$ cat config.mk
export PLATFORM = sky130hd
export DESIGN_NAME = led_output_driver
export DESIGN_NICKNAME = d
export VERILOG_FILES = /design/src/rtl/led_output_driver.sv
export SDC_FILE = /design/constraint.sdc
export NUM_CORES = 1
export LEC_CHECK = 0
export ABC_AREA = 1
export CORE_MARGIN = 2
export CORE_UTILIZATION = 62
export DETAILED_ROUTE_END_ITERATION = 12
export PLACE_DENSITY_LB_ADDON = 0.08
export SYNTH_ARGS = -nofsm -noshare
export SYNTH_HDL_FRONTEND = slang
export SYNTH_SLANG_ARGS = --single-unit
$ cat constraint.sdc
create_clock -name clk -period 2.5 [get_ports clk]
set_input_delay 0.375 -clock clk [delete_from_list [all_inputs] [get_ports clk]]
set_output_delay 0.375 -clock clk [all_outputs]
set_load 0.02 [all_outputs]
$ cat src/rtl/led_output_driver.sv
// LED pin driver: registers the LED register bus and applies steady/blink/chase/off
// display modes with 4-bit PWM brightness, all timed from an internal prescaler.
module led_output_driver #(
    parameter int PRESCALE    = 50000,
    parameter int BLINK_TICKS = 250
) (
    input  logic       clk,
    input  logic       rst_n,
    input  logic [7:0] bus_leds,
    input  logic [1:0] mode,
    input  logic [3:0] brightness,
    output logic [7:0] leds,
    output logic       step
);

    // state     | meaning
    // ST_STEADY | pattern shown continuously (PWM only)
    // ST_BLINK  | pattern gated by blink_phase, toggled every step
    // ST_CHASE  | single walking bit masked by the pattern
    // ST_OFF    | all LEDs dark, counters keep running
    typedef enum logic [1:0] {
        ST_STEADY = 2'b00,
        ST_BLINK  = 2'b01,
        ST_CHASE  = 2'b10,
        ST_OFF    = 2'b11
    } state_t;

    localparam int PW = $clog2(PRESCALE);
    localparam int BW = (BLINK_TICKS > 1) ? $clog2(BLINK_TICKS) : 1;

    logic [7:0]    led_q, led_d;
    logic [1:0]    mode_q, mode_d;
    logic [3:0]    bright_q, bright_d;
    logic [PW-1:0] pre_cnt_q, pre_cnt_d;
    logic [BW-1:0] blink_cnt_q, blink_cnt_d;
    logic [3:0]    pwm_cnt_q, pwm_cnt_d;
    logic [7:0]    pattern_q, pattern_d;
    logic          blink_phase_q, blink_phase_d;
    logic [7:0]    leds_q, leds_d;
    logic          step_q, step_d;
    state_t        state_q, state_d;

    logic       tick;
    logic       blink_wrap;
    logic       enter_blink;
    logic       enter_chase;
    logic       step_evt;
    logic       pwm_on;
    logic       phase_cur;
    logic [7:0] pattern_cur;

    always_comb begin
        led_d    = bus_leds;
        mode_d   = mode;
        bright_d = brightness;

        tick       = (pre_cnt_q == PW'(PRESCALE - 1));
        pre_cnt_d  = tick ? '0 : pre_cnt_q + 1'b1;
        pwm_cnt_d  = pwm_cnt_q + 4'd1;
        blink_wrap = tick && (blink_cnt_q == BW'(BLINK_TICKS - 1));

        state_d     = state_t'(mode_q);
        enter_blink = (state_d == ST_BLINK) && (state_q != ST_BLINK);
        enter_chase = (state_d == ST_CHASE) && (state_q != ST_CHASE);

        // A mode entry restarts the step timebase and swallows a coincident step.
        step_evt = blink_wrap && !enter_blink && !enter_chase;

        if (enter_blink || enter_chase) begin
            blink_cnt_d = '0;
        end else if (tick) begin
            blink_cnt_d = blink_wrap ? '0 : blink_cnt_q + 1'b1;
        end else begin
            blink_cnt_d = blink_cnt_q;
        end

        phase_cur   = enter_blink ? 1'b1 : blink_phase_q;
        pattern_cur = enter_chase ? 8'h01 : pattern_q;

        blink_phase_d = phase_cur;
        if (state_d == ST_BLINK && step_evt) begin
            blink_phase_d = ~phase_cur;
        end

        pattern_d = pattern_cur;
        if (state_d == ST_CHASE && step_evt) begin
            pattern_d = {pattern_cur[6:0], pattern_cur[7]};
        end

        pwm_on = (bright_q == 4'hF) || (pwm_cnt_q < bright_q);

        leds_d = 8'h00;
        case (state_d)
            ST_STEADY: leds_d = led_q & {8{pwm_on}};
            ST_BLINK:  leds_d = led_q & {8{pwm_on & phase_cur}};
            ST_CHASE:  leds_d = pattern_cur & led_q & {8{pwm_on}};
            default:   leds_d = 8'h00;
        endcase

        step_d = step_evt;
    end

    always_ff @(posedge clk or negedge rst_n) begin
        if (!rst_n) begin
            led_q         <= 8'h00;
            mode_q        <= 2'b00;
            bright_q      <= 4'h0;
            pre_cnt_q     <= '0;
            blink_cnt_q   <= '0;
            pwm_cnt_q     <= 4'h0;
            pattern_q     <= 8'h01;
            blink_phase_q <= 1'b1;
            leds_q        <= 8'h00;
            step_q        <= 1'b0;
            state_q       <= ST_STEADY;
        end else begin
            led_q         <= led_d;
            mode_q        <= mode_d;
            bright_q      <= bright_d;
            pre_cnt_q     <= pre_cnt_d;
            blink_cnt_q   <= blink_cnt_d;
            pwm_cnt_q     <= pwm_cnt_d;
            pattern_q     <= pattern_d;
            blink_phase_q <= blink_phase_d;
            leds_q        <= leds_d;
            step_q        <= step_d;
            state_q       <= state_d;
        end
    end

    assign leds = leds_q;
    assign step = step_q;

endmodule

==> results.toml, run 1 <==
[logic_synthesis]
netlist_instances = 352
synthesis.nets = 375
synthesis.area_um2 = 3115
ys_ff_latch = 62
dominant_cell_type_by_area_after_synthesis = "sky130_fd_sc_hd__dfrtp_1"
seq_area_frac_synth_pct = 49.88
synth_warnings = 0
synth.top_cells.by_area = "sky130_fd_sc_hd__dfrtp_1 48%, sky130_fd_sc_hd__nand2_1 9.4%, sky130_fd_sc_hd__inv_1 6.0%, sky130_fd_sc_hd__nand4_1 3.8%, sky130_fd_sc_hd__nor2_1 3.7%"
avgSynthCellArea_um2 = 8.851
synth_top_area_share_pct = 48.19
synthDistinctLibCells = 33

[timing]
worst-slew-pin-transition_ns = 0.5964
grt_setup_unrepaired = "false"
timing.final.crit_period_ns = 1.759
final_report_hold_violation_count = 0
drv_slew = 0
slew-limit-headroom_pct = 60.24
finClkSkew_ns = 0.009178
share_of_the_clock_period_used_by_the_worst_path_after_layout_pct = 70.36
final_setup_violation_count = 0
max_clock_freq_ghz = 0.5685
setup_total_negative_slack_ns = 0

[floorplanning]
fp-row-count = 25
die_y_extent_um = 74.89
die_area_um2 = 5608
pin_count = 25
initial_core_util_pct = 65.10
floorplan.core_area_um2 = 4786
die_w_um = 74.89

[worst_setup_path]
worst_setup_path_end_kind = "flop"
start_kind = "flop"
crit_path_top_delay_cell = "sky130_fd_sc_hd__dfrtp_1"
worst-endpoint-arrival_ns = 1.99
path_class = "reg2reg"
timing.critical_path.cells = "inv_1 -> nor2_4 -> nand2_2 -> nand2_2 -> inv_2 -> nand4_4 -> nand2_1 -> o21ai_2"
critical_path.most_common_cell = "sky130_fd_sc_hd__nand2_2"
critical-path-max-stage-delay_ns = 0.43
required_time_reported_for_the_critical_path_endpoint_ns = 2.73
critical_path_peak_fanout = 14

[place]
port-buffer-count = 24
dp_hpwl_um = 4021
globalplace.congestion = 0.8882
dpl_cell_area_um2 = 3423

[run]
max_cap_viol_count = 0

[finish]
design.final.nets = 407
drive_above_1_share_pct = 15.17
antennaDiodeCount = 0
postLayoutCellArea_um2 = 3591
mostFrequentLayoutCells = "78 x sky130_fd_sc_hd__nand2_1, 60 x sky130_fd_sc_hd__dfrtp_1, 50 x sky130_fd_sc_hd__inv_1, 31 x sky130_fd_sc_hd__nor2_1, 23 x sky130_fd_sc_hd__clkdlybuf4s50_1"
area_delta_synth_final_pct = 15.26
final_common_cell = "sky130_fd_sc_hd__nand2_1"

[clock_tree]
buffer_levels_on_the_longest_clock_path = 2
cts_buffers = 9
clock_tree.root_cell = "sky130_fd_sc_hd__clkbuf_8"
post_cts.repair.setup_buffers = 0
tritoncts = "yes"
clock_latency_ns = 0.34
cts-resized-gates = 0
clkSlewWorstSetupHoldPaths_ns = 0.07
cts_hold_buffers = 0
cts_htree_levels = 3
cts.sink_count = 62

[drt]
remaining_drc_errors = 0
totalWireLength_um = 5653
drtAntennaViolNets = 0
post_drt_wl_per_cell_um = 12.40
vias = 2367
viasPerCell = 5.191
drt_pass1_iterations = 4
drtIter0Drc = 234

[global_route]
groute.layer.met1.usage_pct = 31.24
initial_antenna_violation_count = 0
grtUsageMet2_pct = 38.40
track_usage_pct = 23.73
globalRoute.totalOverflow = 0
pin_count_of_the_biggest_net_entering_global_routing = 39
gr-usage-met3_pct = 4.016
first_global_vias = 2286
grt_pass1_wl_um = 9804
gr-max-usage-layer = "met2"

[min_path]
hold_class = "in2async"

[run_status]
status = "complete, no violations"

[power]
vdd.ir_drop.worst_v = 0.0004512
cellPowerDensity_nw_per_um2 = 540.9
p_leak_uw = 0.001867
flip-flops by register name (all words and copies together) (netlist names):
signal,count
pre_cnt_q,16
state_q,2
bright_q,4
step,1
blink_phase_q,1
blink_cnt_q,8
pattern_q,8
pwm_cnt_q,4
leds,8
led_q,8
mode_q,2
worst max-delay path, delay by kind of cell (launching register included):
kind | cells | cell delay (ns)
AO/OA/AOI/OAI | 1 | 0.06
flip-flops | 1 | 0.43
AND/OR/NAND/NOR | 5 | 0.80
buffers and inverters | 2 | 0.35
cell families after synthesis:
logic type               Yosys count  share of synthesized area, %
buffers and inverters             62                         7.992
flip-flops                        62                         49.88
AO/OA/AOI/OAI                     27                         6.386
AND/OR/NAND/NOR                  182                         29.56
XOR/XNOR                          12                         3.373
adder cells (fa/ha/maj)            7                         2.811
final cells by class:
class	instances	area (µm²)
clock buffers	12	145.1
clock inverters	4	22.52
fillers	341	1195
inverters	58	217.7
multi-input cells	228	1313
flip-flops and latches	62	1554
well taps	67	83.83
repair buffers	25	255.2
metrics by stage:
stage	cells	hold slack, ns	power [µW]	setup WS (ns)	utilization [%]
floorplan	352	0.07941	1123	1.005	-
global placement	440	0.4117	1194	0.8478	71.53
detailed placement	440	0.4188	1196	0.7579	71.53
CTS	456	0.05613	1956	0.7418	75.03
global route	456	0.08926	2026	0.5818	75.03
finish	456	0.03427	1943	0.7410	75.03
where the power goes:
group | leakage, µW | internal [µW] | total, µW | switching [µW]
clock | 0.0000861 | 382 | 766 | 384
combinational | 0.000987 | 59.1 | 138 | 79.1
sequential | 0.000794 | 1030 | 1040 | 11.5
layer usage:
metal	routed length (µm)	part of all wire [%]	vias up
li1	-	-	1185
met5	0	0	-
met1	2593	46	1106
met3	258	4.6	13
met4	133	2.4	0
met2	2668	47	63
cells in the mapped netlist, drive strengths merged:
library cell	count
a21boi	8
nor3b	1
xor2	11
nand4	20
ha	7
inv	58
nand2	89
buf	3
o21ai	11
dfrtp	60
nor3	10
clkbuf	1
o21bai	1
nor2	39
nand3	22
dfstp	2
a21oi	7
xnor2	1
nor4	1
path summary, 6_finish.rpt:
kind                                         from  slack [ns]                         end  cells past startpoint
max                           mode_q[1]$_DFF_PN0_        0.74      pattern_q[2]$_DFF_PN0_                      8
min reg2reg                pre_cnt_q[0]$_DFF_PN0_        0.47      pre_cnt_q[0]$_DFF_PN0_                      1
min in group clk           pre_cnt_q[0]$_DFF_PN0_        0.47      pre_cnt_q[0]$_DFF_PN0_                      1
max in group asynchronous                   rst_n        1.80     blink_phase_q$_DFF_PN1_                      2
max reg2reg                   mode_q[1]$_DFF_PN0_        0.74      pattern_q[2]$_DFF_PN0_                      8
min                                         rst_n        0.03  blink_cnt_q[0]$_DFFE_PN0P_                      1
(Power assumes the default switching activity.)
==> run 2: changes to the inputs <==
--- a/config.mk
+++ b/config.mk
@@ -7,7 +7,7 @@
 export LEC_CHECK = 0
 export ABC_AREA = 1
 export CORE_MARGIN = 2
-export CORE_UTILIZATION = 62
+export CORE_UTILIZATION = 52
 export DETAILED_ROUTE_END_ITERATION = 12
 export PLACE_DENSITY_LB_ADDON = 0.08
 export SYNTH_ARGS = -nofsm -noshare
==> constraint.sdc (replaced) <==
create_clock -name clk -period 1.5 [get_ports clk]
set_input_delay 0.225 -clock clk [delete_from_list [all_inputs] [get_ports clk]]
set_output_delay 0.225 -clock clk [all_outputs]
set_load 0.02 [all_outputs]
==> run 2 against run 1 <==
Effect of this change: the flow now finishes with violations (setup timing); maximum frequency increased by 17%; design area increased by 18%; clock power increased by 91%; critical path type unchanged; critical endpoint is now pattern_q[4]$_DFF_PN0_.
==> results.toml, run 2 (synthesized netlist as in run 1, its figures left out) <==
[run_status]
status = "complete, but fails checks"
violations = "setup timing"

[run]
max_cap_viol_count = 0

[global_route]
grt_pass1_wl_um = 10980
globalRoute.totalOverflow = 0
initial_antenna_violation_count = 0
track_usage_pct = 22.08
pin_count_of_the_biggest_net_entering_global_routing = 63
first_global_vias = 2494

[timing]
drv_slew = 0
timing.final.crit_period_ns = 1.505
slew-limit-headroom_pct = 77.89
grt_setup_unrepaired = "true"
max_clock_freq_ghz = 0.6643
fin_worst_hold_slack_ns = 0.3142
setup_ws_ns = -0.005339
final_setup_violation_count = 4
worst-slew-pin-transition_ns = 0.3316
finClkSkew_ns = 0.008901
final_report_hold_violation_count = 0
share_of_the_clock_period_used_by_the_worst_path_after_layout_pct = 100.4

[place]
globalplace.congestion = 0.8678
port-buffer-count = 24
numPlacedInstances = 494
preCtsSetupSlack_ns = -0.09917
dp_hpwl_um = 4431
dpl_cell_area_um2 = 3804

[clock_tree]
tritoncts = "yes"
cts_buffers = 9
clock_latency_ns = 0.34
clkSlewWorstSetupHoldPaths_ns = 0.08
buffer_levels_on_the_longest_clock_path = 2
cts.sink_count = 62
cts_htree_levels = 3
clock_tree.root_cell = "sky130_fd_sc_hd__clkbuf_8"

[finish]
design.final.nets = 461
drive_above_1_share_pct = 32.51
mostFrequentLayoutCells = "66 x sky130_fd_sc_hd__nand2_1, 59 x sky130_fd_sc_hd__dfrtp_1, 47 x sky130_fd_sc_hd__buf_4, 46 x sky130_fd_sc_hd__inv_1, 27 x sky130_fd_sc_hd__nor2_1"
finalCoreUtilization_pct = 72.24
antennaDiodeCount = 0
final_common_cell = "sky130_fd_sc_hd__nand2_1"
largest_reg_flops = 16
area_delta_synth_final_pct = 35.66
regMostFlops = "pre_cnt_q"
postLayoutCellArea_um2 = 4227
final_cells = 518

[floorplanning]
floorplan.core_area_um2 = 5851
die_y_extent_um = 81.41
die_w_um = 81.41
fp-row-count = 28
initial_core_util_pct = 53.25
pin_count = 25
die_area_um2 = 6627

[drt]
drt_pass1_iterations = 5
remaining_drc_errors = 0
vias = 2580
drtIter0Drc = 126
drtAntennaViolNets = 0
post_drt_wl_per_cell_um = 12.65
totalWireLength_um = 6554
viasPerCell = 4.981

[min_path]
hold_class = "in2reg"

[worst_setup_path]
critical_path_peak_fanout = 7
worst_setup_path_end_kind = "flop"
worst-endpoint-arrival_ns = 1.74
start_kind = "flop"
path_class = "reg2reg"
required_time_reported_for_the_critical_path_endpoint_ns = 1.73

[power]
vdd.ir_drop.worst_v = 0.0006480
cellPowerDensity_nw_per_um2 = 811.9
p_leak_uw = 0.002252
-- run 2: cell type report --
| type | count | area [µm²] |
|---|---|---|
| repair buffers | 79 | 709.4 |
| fillers | 481 | 1624 |
| inverters | 58 | 217.7 |
| clock buffers | 9 | 123.9 |
| clock inverters | 7 | 72.57 |
| multi-input cells | 228 | 1454 |
| flip-flops and latches | 62 | 1555 |
| well taps | 75 | 93.84 |
-- run 2: per-layer routing --
| layer | GRT usage (%) | share of wire (%) | vias to the layer above |
|---|---|---|---|
| met3 | 5.333 | 4.0 | 8 |
| met2 | 36.23 | 50 | 52 |
| met1 | 28.54 | 45 | 1225 |
| li1 | - | - | 1295 |
| met5 | 0 | 0 | - |
| met4 | 7.627 | 1.3 | 0 |
-- run 2: per-stage QoR --
| step | power, µW | setup TNS (ns) |
|---|---|---|
| global route | 3590 | -1.114 |
| finish | 3432 | -0.01039 |
| detailed placement | 2014 | -0.5217 |
| global placement | 2009 | -0.08193 |
| CTS | 3472 | -0.003324 |
| floorplan | 1871 | 0 |
-- run 2: timing repair --
item,4_1_cts,5_1_grt
pin swaps,3,14
hold buffers,1,0
buffers inserted,0,6
setup endpoints to repair,24,31
endpoints found under the hold margin,60,0
gates resized for setup,17,37
gates cloned,0,1
-- run 2: path summary, 6_finish.rpt --
check                                           startpoint                       to  slack (ns)  cells after the start
worst min-delay path                           bus_leds[2]       led_q[2]$_DFF_PN0_        0.31                      1
min in group asynchronous                            rst_n  pre_cnt_q[13]$_DFF_PN0_        0.40                      3
worst max register to register  blink_cnt_q[1]$_DFFE_PN0P_   pattern_q[4]$_DFF_PN0_      -0.005                      8
max in group asynchronous                            rst_n  blink_phase_q$_DFF_PN1_        0.77                      3
worst min register to register      pwm_cnt_q[0]$_DFF_PN0_   pwm_cnt_q[0]$_DFF_PN0_        0.47                      1
worst max-delay path            blink_cnt_q[1]$_DFFE_PN0P_   pattern_q[4]$_DFF_PN0_      -0.005                      8
-- run 2: power by group --
group          internal [µW]  switching [µW]
clock network            768             690
logic                    104             142
registers               1710            17.0
total                   2580             849
-- run 2: worst max-delay path, stage by stage (launching register included) --
cell	delay (ns)
sky130_fd_sc_hd__dfrtp_1	0.39
sky130_fd_sc_hd__inv_2	0.08
sky130_fd_sc_hd__ha_4	0.14
sky130_fd_sc_hd__nand3_4	0.07
sky130_fd_sc_hd__nor3_4	0.26
sky130_fd_sc_hd__nand4_4	0.16
sky130_fd_sc_hd__buf_12	0.19
sky130_fd_sc_hd__nand2_4	0.05
sky130_fd_sc_hd__o21ai_2	0.05
